**src/rtl/move_sequencer_if.sv**
```systemverilog
`default_nettype none
// +--------------------------------------------------------------------------+
// | move_sequencer_if : sequencer <-> board datapath handshake and status    |
// | rev 1.0                                                                  |
// +--------------------------------------------------------------------------+
interface move_sequencer_if;
  logic [15:0] in_gameboard;
  logic [1:0]  in_game_status;
  logic        move_ack;
  logic        move_valid;
  logic [2:0]  move_column;

  modport master (
    input  in_gameboard, in_game_status, move_ack,
    output move_valid, move_column
  );

  modport slave (
    output in_gameboard, in_game_status, move_ack,
    input  move_valid, move_column
  );
endinterface
`default_nettype wire

```
**src/rtl/move_sequencer.sv**
```systemverilog
`default_nettype none
// +--------------------------------------------------------------------------+
// | move_sequencer : cursor, drop, turn-timer and move handshake controller  |
// | rev 1.0                                                                  |
// +--------------------------------------------------------------------------+
module move_sequencer #(
  parameter int TIMEOUT_CYCLES = 1000,
  parameter int COLS           = 4
) (
  input  wire logic         clk,
  input  wire logic         reset,
  input  wire logic         start,
  input  wire logic         btn_left,
  input  wire logic         btn_right,
  input  wire logic         btn_drop,
  move_sequencer_if.master  bus,
  output logic [1:0]        cursor_col,
  output logic              col_full_err,
  output logic              timeout,
  output logic [4:0]        move_count,
  output logic              draw,
  output logic [1:0]        seq_state
);

  localparam logic [1:0] c_IDLE   = 2'd0;
  localparam logic [1:0] c_SELECT = 2'd1;
  localparam logic [1:0] c_ISSUE  = 2'd2;
  localparam logic [1:0] c_DONE   = 2'd3;

  localparam int              c_TW         = (TIMEOUT_CYCLES > 1) ? $clog2(TIMEOUT_CYCLES) : 1;
  localparam logic [c_TW-1:0] c_TIMER_LAST = c_TW'(TIMEOUT_CYCLES - 1);
  localparam int              c_TOP        = COLS * COLS - COLS;
  localparam logic [4:0]      c_MAX_MOVES  = 5'd16;

  logic [1:0]      r_state, w_state_nxt;
  logic [1:0]      r_cursor, w_cursor_nxt;
  logic [1:0]      r_column, w_column_nxt;
  logic [c_TW-1:0] r_timer, w_timer_nxt;
  logic [4:0]      r_count, w_count_nxt;
  logic            r_full_err, w_full_err_nxt;
  logic            r_timeout, w_timeout_nxt;
  logic            r_draw, w_draw_nxt;

  logic [3:0] w_top;
  logic       w_sel_full;
  logic       w_board_full;
  logic       w_game_over;
  logic [1:0] w_low_free;
  logic       w_unused_rows;

  // A column is full exactly when its top-row cell is occupied.
  assign w_top         = bus.in_gameboard[c_TOP +: 4];
  assign w_sel_full    = w_top[r_cursor];
  assign w_board_full  = &w_top;
  assign w_game_over   = |bus.in_game_status;
  assign w_unused_rows = ^bus.in_gameboard[c_TOP-1:0];

  always_comb begin
    w_low_free = 2'd0;
    for (int i = 3; i >= 0; i--) begin
      if (!w_top[i]) w_low_free = 2'(i);
    end
  end

  always_ff @(posedge clk) begin
    if (reset) begin
      r_state    <= c_IDLE;
      r_cursor   <= 2'd0;
      r_column   <= 2'd0;
      r_timer    <= '0;
      r_count    <= 5'd0;
      r_full_err <= 1'b0;
      r_timeout  <= 1'b0;
      r_draw     <= 1'b0;
    end else begin
      r_state    <= w_state_nxt;
      r_cursor   <= w_cursor_nxt;
      r_column   <= w_column_nxt;
      r_timer    <= w_timer_nxt;
      r_count    <= w_count_nxt;
      r_full_err <= w_full_err_nxt;
      r_timeout  <= w_timeout_nxt;
      r_draw     <= w_draw_nxt;
    end
  end

  always_comb begin
    w_state_nxt    = r_state;
    w_cursor_nxt   = r_cursor;
    w_column_nxt   = r_column;
    w_timer_nxt    = r_timer;
    w_count_nxt    = r_count;
    w_full_err_nxt = 1'b0;
    w_timeout_nxt  = 1'b0;
    w_draw_nxt     = r_draw;
    case (r_state)
      c_IDLE, c_DONE: begin
        if (start) begin
          w_state_nxt  = c_SELECT;
          w_cursor_nxt = 2'd0;
          w_count_nxt  = 5'd0;
          w_timer_nxt  = '0;
          w_draw_nxt   = 1'b0;
        end
      end
      c_SELECT: begin
        if (w_game_over) begin
          w_state_nxt = c_DONE;
          w_draw_nxt  = 1'b0;
        end else if (r_count == c_MAX_MOVES || w_board_full) begin
          w_state_nxt = c_DONE;
          w_draw_nxt  = 1'b1;
        end else begin
          w_timer_nxt = r_timer + 1'b1;
          if (btn_drop && !w_sel_full) begin
            w_state_nxt  = c_ISSUE;
            w_column_nxt = r_cursor;
          end else if (r_timer == c_TIMER_LAST) begin
            // Expired turn: auto-drop into the lowest free column.
            w_timeout_nxt  = 1'b1;
            w_full_err_nxt = btn_drop;
            w_state_nxt    = c_ISSUE;
            w_column_nxt   = w_low_free;
            w_cursor_nxt   = w_low_free;
          end else if (btn_drop) begin
            w_full_err_nxt = 1'b1;
          end else if (btn_right && !btn_left) begin
            w_cursor_nxt = r_cursor + 2'd1;
          end else if (btn_left && !btn_right) begin
            w_cursor_nxt = r_cursor - 2'd1;
          end
        end
      end
      c_ISSUE: begin
        if (bus.move_ack && r_count != c_MAX_MOVES) w_count_nxt = r_count + 5'd1;
        if (w_game_over) begin
          w_state_nxt = c_DONE;
          w_draw_nxt  = 1'b0;
        end else if (bus.move_ack) begin
          w_state_nxt = c_SELECT;
          w_timer_nxt = '0;
        end
      end
      default: w_state_nxt = c_IDLE;
    endcase
  end

  always_comb begin
    bus.move_valid  = (r_state == c_ISSUE);
    bus.move_column = {1'b0, r_column};
    draw            = (r_state == c_DONE) && r_draw;
    seq_state       = r_state;
    cursor_col      = r_cursor;
    move_count      = r_count;
    col_full_err    = r_full_err;
    timeout         = r_timeout;
  end

endmodule
`default_nettype wire
```
**src/flat_wrapper.sv**
```systemverilog
// flat-port wrapper written by rule: the top's interface ports become plain ports
module move_sequencer_flat 
#(
  parameter int TIMEOUT_CYCLES = 1000,
  parameter int COLS           = 4
)
  (clk, reset, start, btn_left, btn_right, btn_drop, cursor_col, col_full_err, timeout, move_count, draw, seq_state, bus_in_gameboard, bus_in_game_status, bus_move_ack, bus_move_valid, bus_move_column);
  move_sequencer_if bus_i ();
  input  wire logic clk;
  input  wire logic reset;
  input  wire logic start;
  input  wire logic btn_left;
  input  wire logic btn_right;
  input  wire logic btn_drop;
  output logic [1:0] cursor_col;
  output logic col_full_err;
  output logic timeout;
  output logic [4:0] move_count;
  output logic draw;
  output logic [1:0] seq_state;
  input wire logic [$bits(bus_i.in_gameboard)-1:0] bus_in_gameboard;
  input wire logic [$bits(bus_i.in_game_status)-1:0] bus_in_game_status;
  input wire logic [$bits(bus_i.move_ack)-1:0] bus_move_ack;
  output wire logic [$bits(bus_i.move_valid)-1:0] bus_move_valid;
  output wire logic [$bits(bus_i.move_column)-1:0] bus_move_column;
  assign bus_i.in_gameboard = bus_in_gameboard;
  assign bus_i.in_game_status = bus_in_game_status;
  assign bus_i.move_ack = bus_move_ack;
  assign bus_move_valid = bus_i.move_valid;
  assign bus_move_column = bus_i.move_column;
  move_sequencer #(.TIMEOUT_CYCLES(TIMEOUT_CYCLES), .COLS(COLS)) u_core (.clk(clk), .reset(reset), .start(start), .btn_left(btn_left), .btn_right(btn_right), .btn_drop(btn_drop), .bus(bus_i), .cursor_col(cursor_col), .col_full_err(col_full_err), .timeout(timeout), .move_count(move_count), .draw(draw), .seq_state(seq_state));
endmodule
```
**config.mk**
```make
export PLATFORM = sky130hd
export DESIGN_NAME = move_sequencer_flat
export DESIGN_NICKNAME = d
export VERILOG_FILES = /design/src/rtl/move_sequencer_if.sv /design/src/rtl/move_sequencer.sv /design/src/flat_wrapper.sv
export SDC_FILE = /design/constraint.sdc
export NUM_CORES = 1
export LEC_CHECK = 0
export CAP_MARGIN = 30
export CORE_MARGIN = 2
export CORE_UTILIZATION = 54
export CTS_BUF_LIST = sky130_fd_sc_hd__clkbuf_4
export DETAILED_ROUTE_END_ITERATION = 6
export GPL_TIMING_DRIVEN = 0
export HOLD_SLACK_MARGIN = 0.15
export PLACE_DENSITY = 0.95
export SETUP_SLACK_MARGIN = 0.4
export SLEW_MARGIN = 0
export SYNTH_ARGS = -nofsm -noshare
export SYNTH_HDL_FRONTEND = slang
export SYNTH_SLANG_ARGS = --single-unit
```
**constraint.sdc**
```tcl
create_clock -name clk -period 4.6 [get_ports clk]
set_clock_uncertainty 0.15 [all_clocks]
set_input_delay 0.69 -clock clk [delete_from_list [all_inputs] [get_ports clk]]
set_output_delay 0.69 -clock clk [all_outputs]
set_load 0.02 [all_outputs]
```
Yosys cells after proc, flatten, opt, wreduce, memory -nomap -nowiden
Index checks and enable logic that the tools add are counted.
{"block": "word_totals", "reg_bits": 24}
{"block": "op_classes", "n_addsub": 4, "order_cmp": 1, "n_eq_ne": 19, "muxes": 42, "n_bitwise": 3, "reduce_logical": 23}
{"operator": "$mux 10", "count": 5}
{"operator": "$mux 2", "count": 21}
{"operator": "$pmux 10 s3", "count": 1}
{"operator": "$ne 2x2->1 const B", "count": 6}
{"operator": "$add 10x1->10 const B", "count": 1}
{"operator": "$eq 10x10->1 const B", "count": 1}
{"operator": "$mux 5", "count": 2}
{"operator": "$pmux 5 s2", "count": 1}
{"operator": "$reduce_and 3->1", "count": 3}
{"operator": "$mux 1", "count": 8}
{"operator": "$reduce_and 4->1", "count": 2}
{"operator": "$reduce_and 7->1", "count": 1}
{"operator": "$ne 3x2->1 const B", "count": 2}
{"operator": "$pmux 2 s3", "count": 1}
{"operator": "$reduce_bool 2->1", "count": 3}
{"operator": "$reduce_or 6->1", "count": 1}
{"operator": "$add 5x1->5 const B", "count": 1}
{"operator": "$eq 5x5->1 const B", "count": 1}
{"operator": "$logic_and 1x1->1", "count": 5}
{"operator": "$ne 5x1->1 const B", "count": 1}
{"operator": "$ne 5x5->1 const B", "count": 1}
{"operator": "$reduce_and 5->1", "count": 1}
{"operator": "$eq 2x2->1 const B", "count": 2}
{"operator": "$ne 2x1->1 const B", "count": 2}
{"operator": "other kinds (14)", "count": 19}

Depth between registers and ports, before layout
Gate-level depths: netlist of run 1.
{"block": "logic_depth", "depth_word": 10, "depth_mapped": 8, "depth_no_buf": 7}

Worst setup path after synthesis of run 1
OpenSTA, ideal clock, no wires.
{"block": "synth_timing", "kind": "register -> register", "start": "reg u_core.r_state[1], in the netlist u_core.seq_state[1]", "end": "reg u_core.r_timer[7]", "setup_time_ns": 0.059, "arrival_ns": 2.013, "required_time_ns": 4.391, "setup_slack_ns": 2.378, "path_stages_with_launch": 7, "path_buffers": 1, "period_less_slack_ns": 2.222, "path_cell_list": "dfxtp_1 -> ha_1 -> clkbuf_1 -> a21oi_2 -> a21o_2 -> or4_1 -> nand2_1"}
{"block": "synth_between", "elab_cells_between_ends": 12}
{"item": "start, declared", "line_no": "move_sequencer.sv:35", "rtl": "logic [1:0] r_state, w_state_nxt;"}
{"item": "start signal, assigned", "line_no": "move_sequencer.sv:67", "rtl": "r_state <= c_IDLE;"}
{"item": "start signal, assigned", "line_no": "move_sequencer.sv:76", "rtl": "r_state <= w_state_nxt;"}
{"item": "$eq 2x2->1 *"}
{"item": "via bus_move_valid", "line_no": "flat_wrapper.sv:24", "rtl": "output wire logic [$bits(bus_i.move_valid)-1:0] bus_move_valid;"}
{"item": "$ne 2x2->1 (no source line)"}
{"item": "$reduce_and 5->1 (no source line)"}
{"item": "end signal, assigned", "line_no": "move_sequencer.sv:79", "rtl": "r_timer <= w_timer_nxt;"}
{"item": "end, declared", "line_no": "move_sequencer.sv:38", "rtl": "logic [c_TW-1:0] r_timer, w_timer_nxt;"}
Mark *: on every way through the listed nets, which the timed path passes. The rest lies on a longest branch.
A chain may end at the register's enable or synchronous reset.

Final worst setup path of run 1
{"block": "layout_timing", "start": "reg u_core.r_state[0], in the netlist u_core.seq_state[0]", "end": "out draw"}
{"block": "layout_between", "elab_chain_len": 2}
{"item": "$eq 2x2->1", "line_no": "move_sequencer.sv:151", "rtl": "draw = (r_state == c_DONE) && r_draw;"}
{"item": "$logic_and 1x1->1", "line_no": "move_sequencer.sv:151"}
{"item": "end, declared", "line_no": "flat_wrapper.sv:19", "rtl": "output logic draw;"}
No other way between the ends.

==> flow_metrics.tcl, run 1 <==
set metrics [dict create \
    synth_cell_types 56 \
    clock_latency_ns 0.33 \
    core_um2 2710 \
    worstSetupEndpointType "output pin" \
    grt_usage 0.206 \
    cp.arrival_ns 1.71 \
    rr_worst_depth 7 \
    final_nets 242 \
    drt.antenna.violating_nets 0 \
    die_x_um 57.1 \
    powerDensity_nw_per_um2 314 \
    whs_ns 0.339 \
    max-vdd-ir-drop_uv 240 \
    rsz0062_at_grt "false" \
    synth-edff-count 0 \
    yosysWarnings 0 \
    syn-cell-area_um2 1520 \
    synth_ff_type "dfxtp_1" \
    finalHoldViolations 0 \
    gr-total-overflow 0 \
    ys_top_cells_by_area "dfxtp_1, ha_1, nor2_1, xor2_1, nand2_1" \
    grt_antenna_before_repair 0 \
    fp-row-count 19 \
    synth_xor_area_frac 0.0690 \
    outcome "complete, no violations" \
    nFillCells 227 \
    yosysTopAreaCellShare 0.315 \
    ys_seq_area_frac 0.315 \
    cp.required_ns 3.76 \
    fin_setup_tns_ns 0 \
    cts_resized 0 \
    wl_per_cell_um 13.0 \
    sw_frac_of_total 0.334 \
    synth_top_family_by_area "simple AND/OR/NAND/NOR gates" \
    finalWirelength_um 3120 \
    min_path_cells 2 \
    relSlewSlack 0.667 \
    ios 41 \
    yosys-top-cells-count "dfxtp_1, nor2_1, nand2_1" \
    synth_top_area_cell "dfxtp_1" \
    vias 1374 \
    die_h_um 57.1 \
    synthesis.nets 211 \
    tritoncts.num_buffers 3 \
    min_period_ns 2.55 \
    syn-instance-count 179 \
    clk_pin_slew_ns 0.15 \
    cts_num_sinks 24 \
    first_pass_iters 4 \
    post_cts_buffers 0 \
    via_per_inst 5.73 \
    finalMaxSlewViolations 0 \
    root_buffer "clkbuf_4" \
    internal_power_uw 392 \
    die_area_um2 3260 \
    critPathKind "reg2out" \
    setup_viol 0 \
    p_sw_uw 197 \
    finalPower_uw 588 \
    synth_most_common_cell "dfxtp_1" \
    stdcell_area_um2 1880 \
    area_growth_pct 23.1 \
    h-tree-depth 1 \
    hp-class "reg2reg" \
    place_area_um2 1820 \
    synth_compound_area_frac 0.165 \
    p_comb_frac 0.345 \
    cts_tree "built" \
    yosys.area_share.simple 0.318 \
    clockPowerShare 0.270 \
    ys_seq_elements 24 \
    start_util 0.562 \
    hold_buffers 0 \
    crit_fanout 5 \
    io_buffers 26 \
    synthAdderAreaFrac 0.0575 \
    drc_errors 0 \
    antenna_cells 0 \
    max-clock-path-buffers 2 \
    grt_pass1_wl_um 5370 \
    grt_pass1_vias 1303 \
    worstMarginPinSlew_ns 0.500 \
    synth.avg_cell_area_um2 8.51 \
    fmax_ghz 0.393 \
    routabilityCongestion 0.822 \
    final.period_utilization 0.553 \
    startpoint_type "flip-flop" \
    seqPwrFrac 0.385 \
    grt_max_degree 15 \
    drv_cap 0 \
    synthArstFlopShare 0 \
    drive_gt1_frac 0.100 \
    drtIter0Drc 40 \
    p_leak_uw 0.000685 \
    synth_mux_area_frac 0.0271 \
    final_util 0.692 \
    dp_hpwl_um 2340 \
]
worst paths after layout:
path,startpoint,endpoint,slack [ns]
worst min-delay path,u_core.r_timer[1],u_core.r_timer[1],0.34
worst min register to register,u_core.r_timer[1],u_core.r_timer[1],0.34
worst max register to register,u_core.seq_state[0],u_core.r_timer[7],2.30
worst max-delay path,u_core.seq_state[0],draw,2.05
per-stage QoR:
step                      worst slack (ns)  instances
after global placement                1.91        236
final                                 2.05        240
after global routing                  1.96        240
after detailed placement              1.87        236
after CTS                             2.07        240
after floorplan                       2.38        179
power groups by stage:
| stage | registers, µW | clock network [µW] | logic, µW |
|---|---|---|---|
| floorplan | 239 | 0 | 136 |
| global placement | 230 | 0 | 198 |
| detailed placement | 231 | 0 | 201 |
| CTS | 226 | 159 | 204 |
| global route | 229 | 169 | 225 |
| finish | 227 | 159 | 203 |
cells by family after synthesis:
logic type | Yosys count
xor gates and xnor gates | 12
buffers and inverters | 15
adders and majority gates | 7
other | 1
DFF | 24
muxes | 4
AOI/OAI and AO/OA | 32
and+or+nand+nor | 84
critical path, cell delays in order (launching register included):
cell,delay (ns)
dfxtp_1,0.46
ha_1,0.18
and2_1,0.13
clkdlybuf4s50_1,0.59
registers in the layout, indices dropped and copies added (netlist names):
| register | cells |
|---|---|
| u_core.timeout | 1 |
| u_core.r_timer | 10 |
| u_core.r_draw | 1 |
| u_core.move_count | 5 |
| u_core.col_full_err | 1 |
| u_core.cursor_col | 2 |
| u_core.r_column | 2 |
| u_core.seq_state | 2 |
layer usage:
layer / vias up / track usage / routed length (µm)
li1: 695 / - / -
met1: 633 / 0.249 / 1410
met2: 39 / 0.365 / 1510
met3: 7 / 0.0363 / 152
met4: 0 / 0.0731 / 45
met5: - / 0 / 0
placed cells by master (no fill, tap or decap), types with 2 or more instances in the layout:
master | Yosys | routed
nor2_1 | 19 | 19
inv_1 | 8 | 8
o21ai_0 | 4 | 4
and3_1 | 2 | 2
xnor2_1 | 5 | 5
and2_1 | 8 | 8
nor2b_1 | 2 | 2
clkbuf_1 | 3 | 3
clkdlybuf4s50_1 | 0 | 26
or3_1 | 3 | 3
clkbuf_4 | 0 | 3
a21oi_1 | 8 | 8
a311oi_1 | 2 | 2
buf_2 | 2 | 2
mux2i_1 | 3 | 3
nand2_1 | 15 | 15
nand3_1 | 8 | 8
dfxtp_1 | 24 | 24
ha_1 | 7 | 7
nand2b_1 | 6 | 6
nand4_1 | 7 | 7
xor2_1 | 7 | 7
cell type report:
| class | instances | area (µm²) | area share |
|---|---|---|---|
| Inverter | 8 | 30.0 | 0.0160 |
| Buffer | 7 | 40.0 | 0.0213 |
| Tap cell | 31 | 38.8 | 0.0207 |
| Clock buffer | 3 | 22.5 | 0.0120 |
| Multi-Input combinational cell | 140 | 973 | 0.519 |
| Sequential cell | 24 | 480 | 0.256 |
| Timing Repair Buffer | 26 | 260 | 0.139 |
| Clock inverter | 1 | 30.0 | 0.0160 |
(Power assumes the default switching activity.)
==> run 2: changes to the inputs <==
CORE_UTILIZATION = 50   (was 54)
PLACE_DENSITY = 0.92   (was 0.95)
clock period = 2.5 ns   (was 4.6 ns; I/O delays follow)
==> flow_metrics.tcl, run 2 (synthesis results as in run 1) <==
set metrics [dict create \
    crit_fanout 6 \
    via_per_inst 5.73 \
    drive_gt1_frac 0.185 \
    powerDensity_nw_per_um2 578 \
    finalWirelength_um 3780 \
    multi_input_area_um2 1020 \
    drv_cap 0 \
    worstSetupEndpointType "flip-flop" \
    top_register "u_core.r_timer" \
    first_pass_iters 4 \
    drtIter0Drc 54 \
    drt.antenna.violating_nets 0 \
    dp_cells 238 \
    max-vdd-ir-drop_uv 352 \
    instances_no_fill 249 \
    clock_latency_ns 0.33 \
    grt_pass1_wl_um 5630 \
    largest_reg_flops 10 \
    rsz0062_at_grt "false" \
    grt_use_met1 0.263 \
    start_util 0.512 \
    gr-total-overflow 0 \
    clk_pin_slew_ns 0.15 \
    max-clock-path-buffers 2 \
    critPathKind "in2reg" \
    cp.required_ns 2.65 \
    setup_viol 0 \
    seqCellArea_um2 485 \
    outcome "complete, no violations" \
    core_um2 2980 \
    fp-row-count 20 \
    drc_errors 0 \
    ios 41 \
    final_common_cell "clkdlybuf4s50_1" \
    finalMaxSlewViolations 0 \
    final.period_utilization 0.813 \
    antenna_cells 0 \
    final_nets 249 \
    grt_antenna_before_repair 0 \
    wl_per_cell_um 15.2 \
    grtUsageMet2 0.367 \
    vias 1428 \
    final_cell_mix "clkdlybuf4s50_1, dfxtp_1, nor2_1" \
    hp-class "in2reg" \
    die_area_um2 3510 \
    min_period_ns 2.03 \
    root_buffer "clkbuf_4" \
    fmax_ghz 0.492 \
    grt_pass1_vias 1257 \
    io_buffers 26 \
    h-tree-depth 1 \
    nFillCells 220 \
    die_x_um 59.2 \
    cp.arrival_ns 2.18 \
    finalHoldViolations 0 \
    p_leak_uw 0.000748 \
    fin_setup_tns_ns 0 \
    die_h_um 59.2 \
    grt_usage 0.208 \
    routabilityCongestion 0.806 \
    grt_max_degree 15 \
    grt_busiest_layer "met2" \
    grt_use_met3 0.0284 \
    dp_hpwl_um 2520 \
    area_growth_pct 30.2 \
    cts_num_sinks 24 \
    startpoint_type "input port" \
    tritoncts.num_buffers 3 \
    cts_tree "built" \
]
==> run 2: path summary, 6_finish.rpt <==
| path | slack [ns] | from | end | cells after the start |
|---|---|---|---|---|
| worst max-delay path | 0.47 | bus_move_ack | u_core.r_timer[7] | 7 |
| worst min-delay path | 0.22 | reset | u_core.cursor_col[0] | 2 |
| worst max register to register | 0.49 | u_core.move_count[0] | u_core.seq_state[0] | 7 |
| worst min register to register | 0.36 | u_core.r_timer[0] | u_core.r_timer[0] | 2 |
==> run 2: worst max-delay path, cell delays in order <==
cell             delay (ns)
clkdlybuf4s50_1        0.50
or3b_1                 0.38
a21oi_2                0.19
buf_6                  0.15
nand4_4                0.10
or4_1                  0.41
nand2_1                0.07
==> run 2: metal layers <==
layer	part of all wire	vias up
li1	-	710
met1	0.43	661
met2	0.49	41
met3	0.039	16
met4	0.034	0
met5	0	-
==> run 2: final cells by class <==
cell class,instances,share of cell area
multi-input combinational,140,0.513
clock buffer,3,0.0113
inverter,8,0.0151
sequential,24,0.245
buffer,7,0.0214
clock inverter,1,0.0151
timing repair buffer,33,0.159
tap,33,0.0208
==> run 2: what timing repair did <==
action | in CTS | in global routing
hold buffers | 0 | 0
pin swaps | 0 | 3
gates resized for setup | 2 | 10
buffers inserted | 0 | 7
setup endpoints to repair | 4 | 8
==> run 2: stage by stage <==
stage	area (µm²)	utilization	setup WS, ns	total power [µW]	hold slack [ns]
after floorplan	1530	-	0.422	693	0.294
after global placement	1830	0.615	0.125	791	0.306
after detailed placement	1830	0.615	0.102	802	0.309
after CTS	1890	0.633	0.359	1090	0.216
after global routing	1980	0.666	0.373	1200	0.238
final	1980	0.666	0.468	1150	0.217
==> run 2: report_power, final <==
part / internal (µW) / leakage, µW / switching, µW
clock network: 162 / 0.0000279 / 128
registers: 402 / 0.000195 / 18.3
logic: 195 / 0.000525 / 241
total: 759 / 0.000748 / 388
==> run 3: changes to the inputs <==
CORE_UTILIZATION = 45   (was 50)
PLACE_DENSITY = 0.88   (was 0.92)
clock period = 1.8 ns   (was 2.5 ns; I/O delays follow)
==> flow_metrics.tcl, run 3 (synthesis results as in run 1) <==
set metrics [dict create \
    min_path_cells 3 \
    root_buffer "clkbuf_4" \
    nFillCells 229 \
    grt_antenna_before_repair 0 \
    cpMaxStageDelayCell "clkdlybuf4s50_1" \
    die_x_um 62.2 \
    cp_slowest_stage_delay_ns 0.50 \
    core_um2 3280 \
    cp.required_ns 1.94 \
    drv_cap 0 \
    grt_usage 0.212 \
    grt_max_degree 14 \
    io_buffers 26 \
    timing.rr.end "u_core.r_timer[7]" \
    vias 1602 \
    grt_pass1_vias 1472 \
    rsz0062_at_grt "true" \
    seqPwrFrac 0.331 \
    sw_frac_of_total 0.365 \
    die_area_um2 3870 \
    min_period_ns 2.01 \
    die_h_um 62.2 \
    crit_path_cell_trace "clkdlybuf4s50_1, or3b_1, a21oi_2, buf_6, nand4_4, or4_1, nand2_1" \
    r2r_start "u_core.seq_state[0]" \
    tritoncts.num_buffers 3 \
    stdcell_area_um2 2360 \
    internal_power_uw 1120 \
    top_register "u_core.r_timer" \
    powerDensity_nw_per_um2 750 \
    cp.arrival_ns 2.16 \
    final.period_utilization 1.12 \
    worstMarginPinSlew_ns 0.631 \
    clockPowerShare 0.146 \
    finalHoldViolations 0 \
    relSlewSlack 0.579 \
    grt_pass1_wl_um 6620 \
    min_from "reset" \
    cts_tree "built" \
    max-vdd-ir-drop_uv 411 \
    fin_ws_ns -0.214 \
    finalMaxSlewViolations 0 \
    finalWirelength_um 4480 \
    final_cell_mix "buf_4, nor2_1, nand2_1" \
    critPathKind "in2reg" \
    start_util 0.464 \
    largest_reg_flops 10 \
    max-clock-path-buffers 2 \
    setup_viol 15 \
    final_nets 278 \
    drtIter0Drc 67 \
    multi_input_area_um2 1140 \
    drt.antenna.violating_nets 0 \
    antenna_cells 0 \
    h-tree-depth 1 \
    wl_per_cell_um 15.4 \
    startpoint_type "input port" \
    place_area_um2 1960 \
    p_comb_frac 0.523 \
    p_leak_uw 0.000961 \
    ios 41 \
    routabilityCongestion 0.809 \
    whs_ns 0.212 \
    crit_end "u_core.r_timer[7]" \
    area_growth_pct 54.6 \
    fp-row-count 21 \
    worstSetupEndpointType "flip-flop" \
    violations "negative setup slack" \
    dp_hpwl_um 2450 \
    drive_gt1_frac 0.473 \
    final_common_cell "buf_4" \
    seqCellArea_um2 510 \
    fmax_ghz 0.496 \
    gr-total-overflow 0 \
    hp-class "in2reg" \
    cts_num_sinks 24 \
    startpoint "bus_move_ack" \
    outcome "complete, but fails checks" \
    via_per_inst 5.51 \
    p_sw_uw 645 \
    drc_errors 0 \
    rr_worst_depth 8 \
    clk_pin_slew_ns 0.13 \
    crit_fanout 3 \
    clock_latency_ns 0.34 \
    r2r_slack_ns -0.19 \
    first_pass_iters 4 \
]
[run 3: final cells by class]
class,count,area share
sequential,24,0.217
tap,46,0.0244
buffer,7,0.0281
timing repair buffer,62,0.220
clock inverter,1,0.00159
multi-input combinational,140,0.485
clock buffer,3,0.00956
inverter,8,0.0138
[run 3: worst min path at each step]
stage	slack, ns	endpoint
finish	0.21	u_core.cursor_col[0]
global route	0.22	u_core.cursor_col[0]
CTS	0.17	u_core.cursor_col[0]
detailed placement	0.32	u_core.r_draw
global placement	0.31	u_core.r_timer[1]
floorplan	0.28	u_core.col_full_err
[run 3: repair_timing]
item,CTS,global route
cloned,0,0
setup endpoints to repair,39,33
pin swaps,20,12
resized for setup,81,26
buffers inserted,23,12
endpoints found under the hold margin,1,0
hold buffers,1,0
[run 3: power groups by stage]
stage / sequential, µW / clock, µW / combinational, µW
finish: 584 / 257 / 925
CTS: 585 / 257 / 741
detailed placement: 600 / 0 / 570
global placement: 600 / 0 / 563
floorplan: 622 / 0 / 401
global route: 588 / 283 / 982
[run 3: metal layers]
metal / wire length, µm / part of all wire / global-route usage
met3: 194 / 0.043 / 0.0290
met5: 0 / 0 / 0
met2: 2300 / 0.51 / 0.375
met4: 120 / 0.027 / 0.103
met1: 1860 / 0.42 / 0.253
[run 3: metrics by stage]
step | TNS [ns] | util | power (µW) | std cells | setup WS, ns
after global routing | -2.84 | 0.717 | 1850 | 291 | -0.280
after global placement | -4.91 | 0.597 | 1160 | 251 | -0.489
after floorplan | -0.237 | - | 1020 | 179 | -0.127
final | -1.28 | 0.717 | 1770 | 291 | -0.214
after detailed placement | -5.46 | 0.597 | 1170 | 251 | -0.507
after CTS | -0.673 | 0.675 | 1580 | 279 | -0.149
[run 3: worst max-delay path, delay by kind of cell]
kind	cells	cell delay, ns
buffers and inverters	2	0.64
AND/OR/NAND/NOR	4	1.02
AO/OA/AOI/OAI	1	0.21
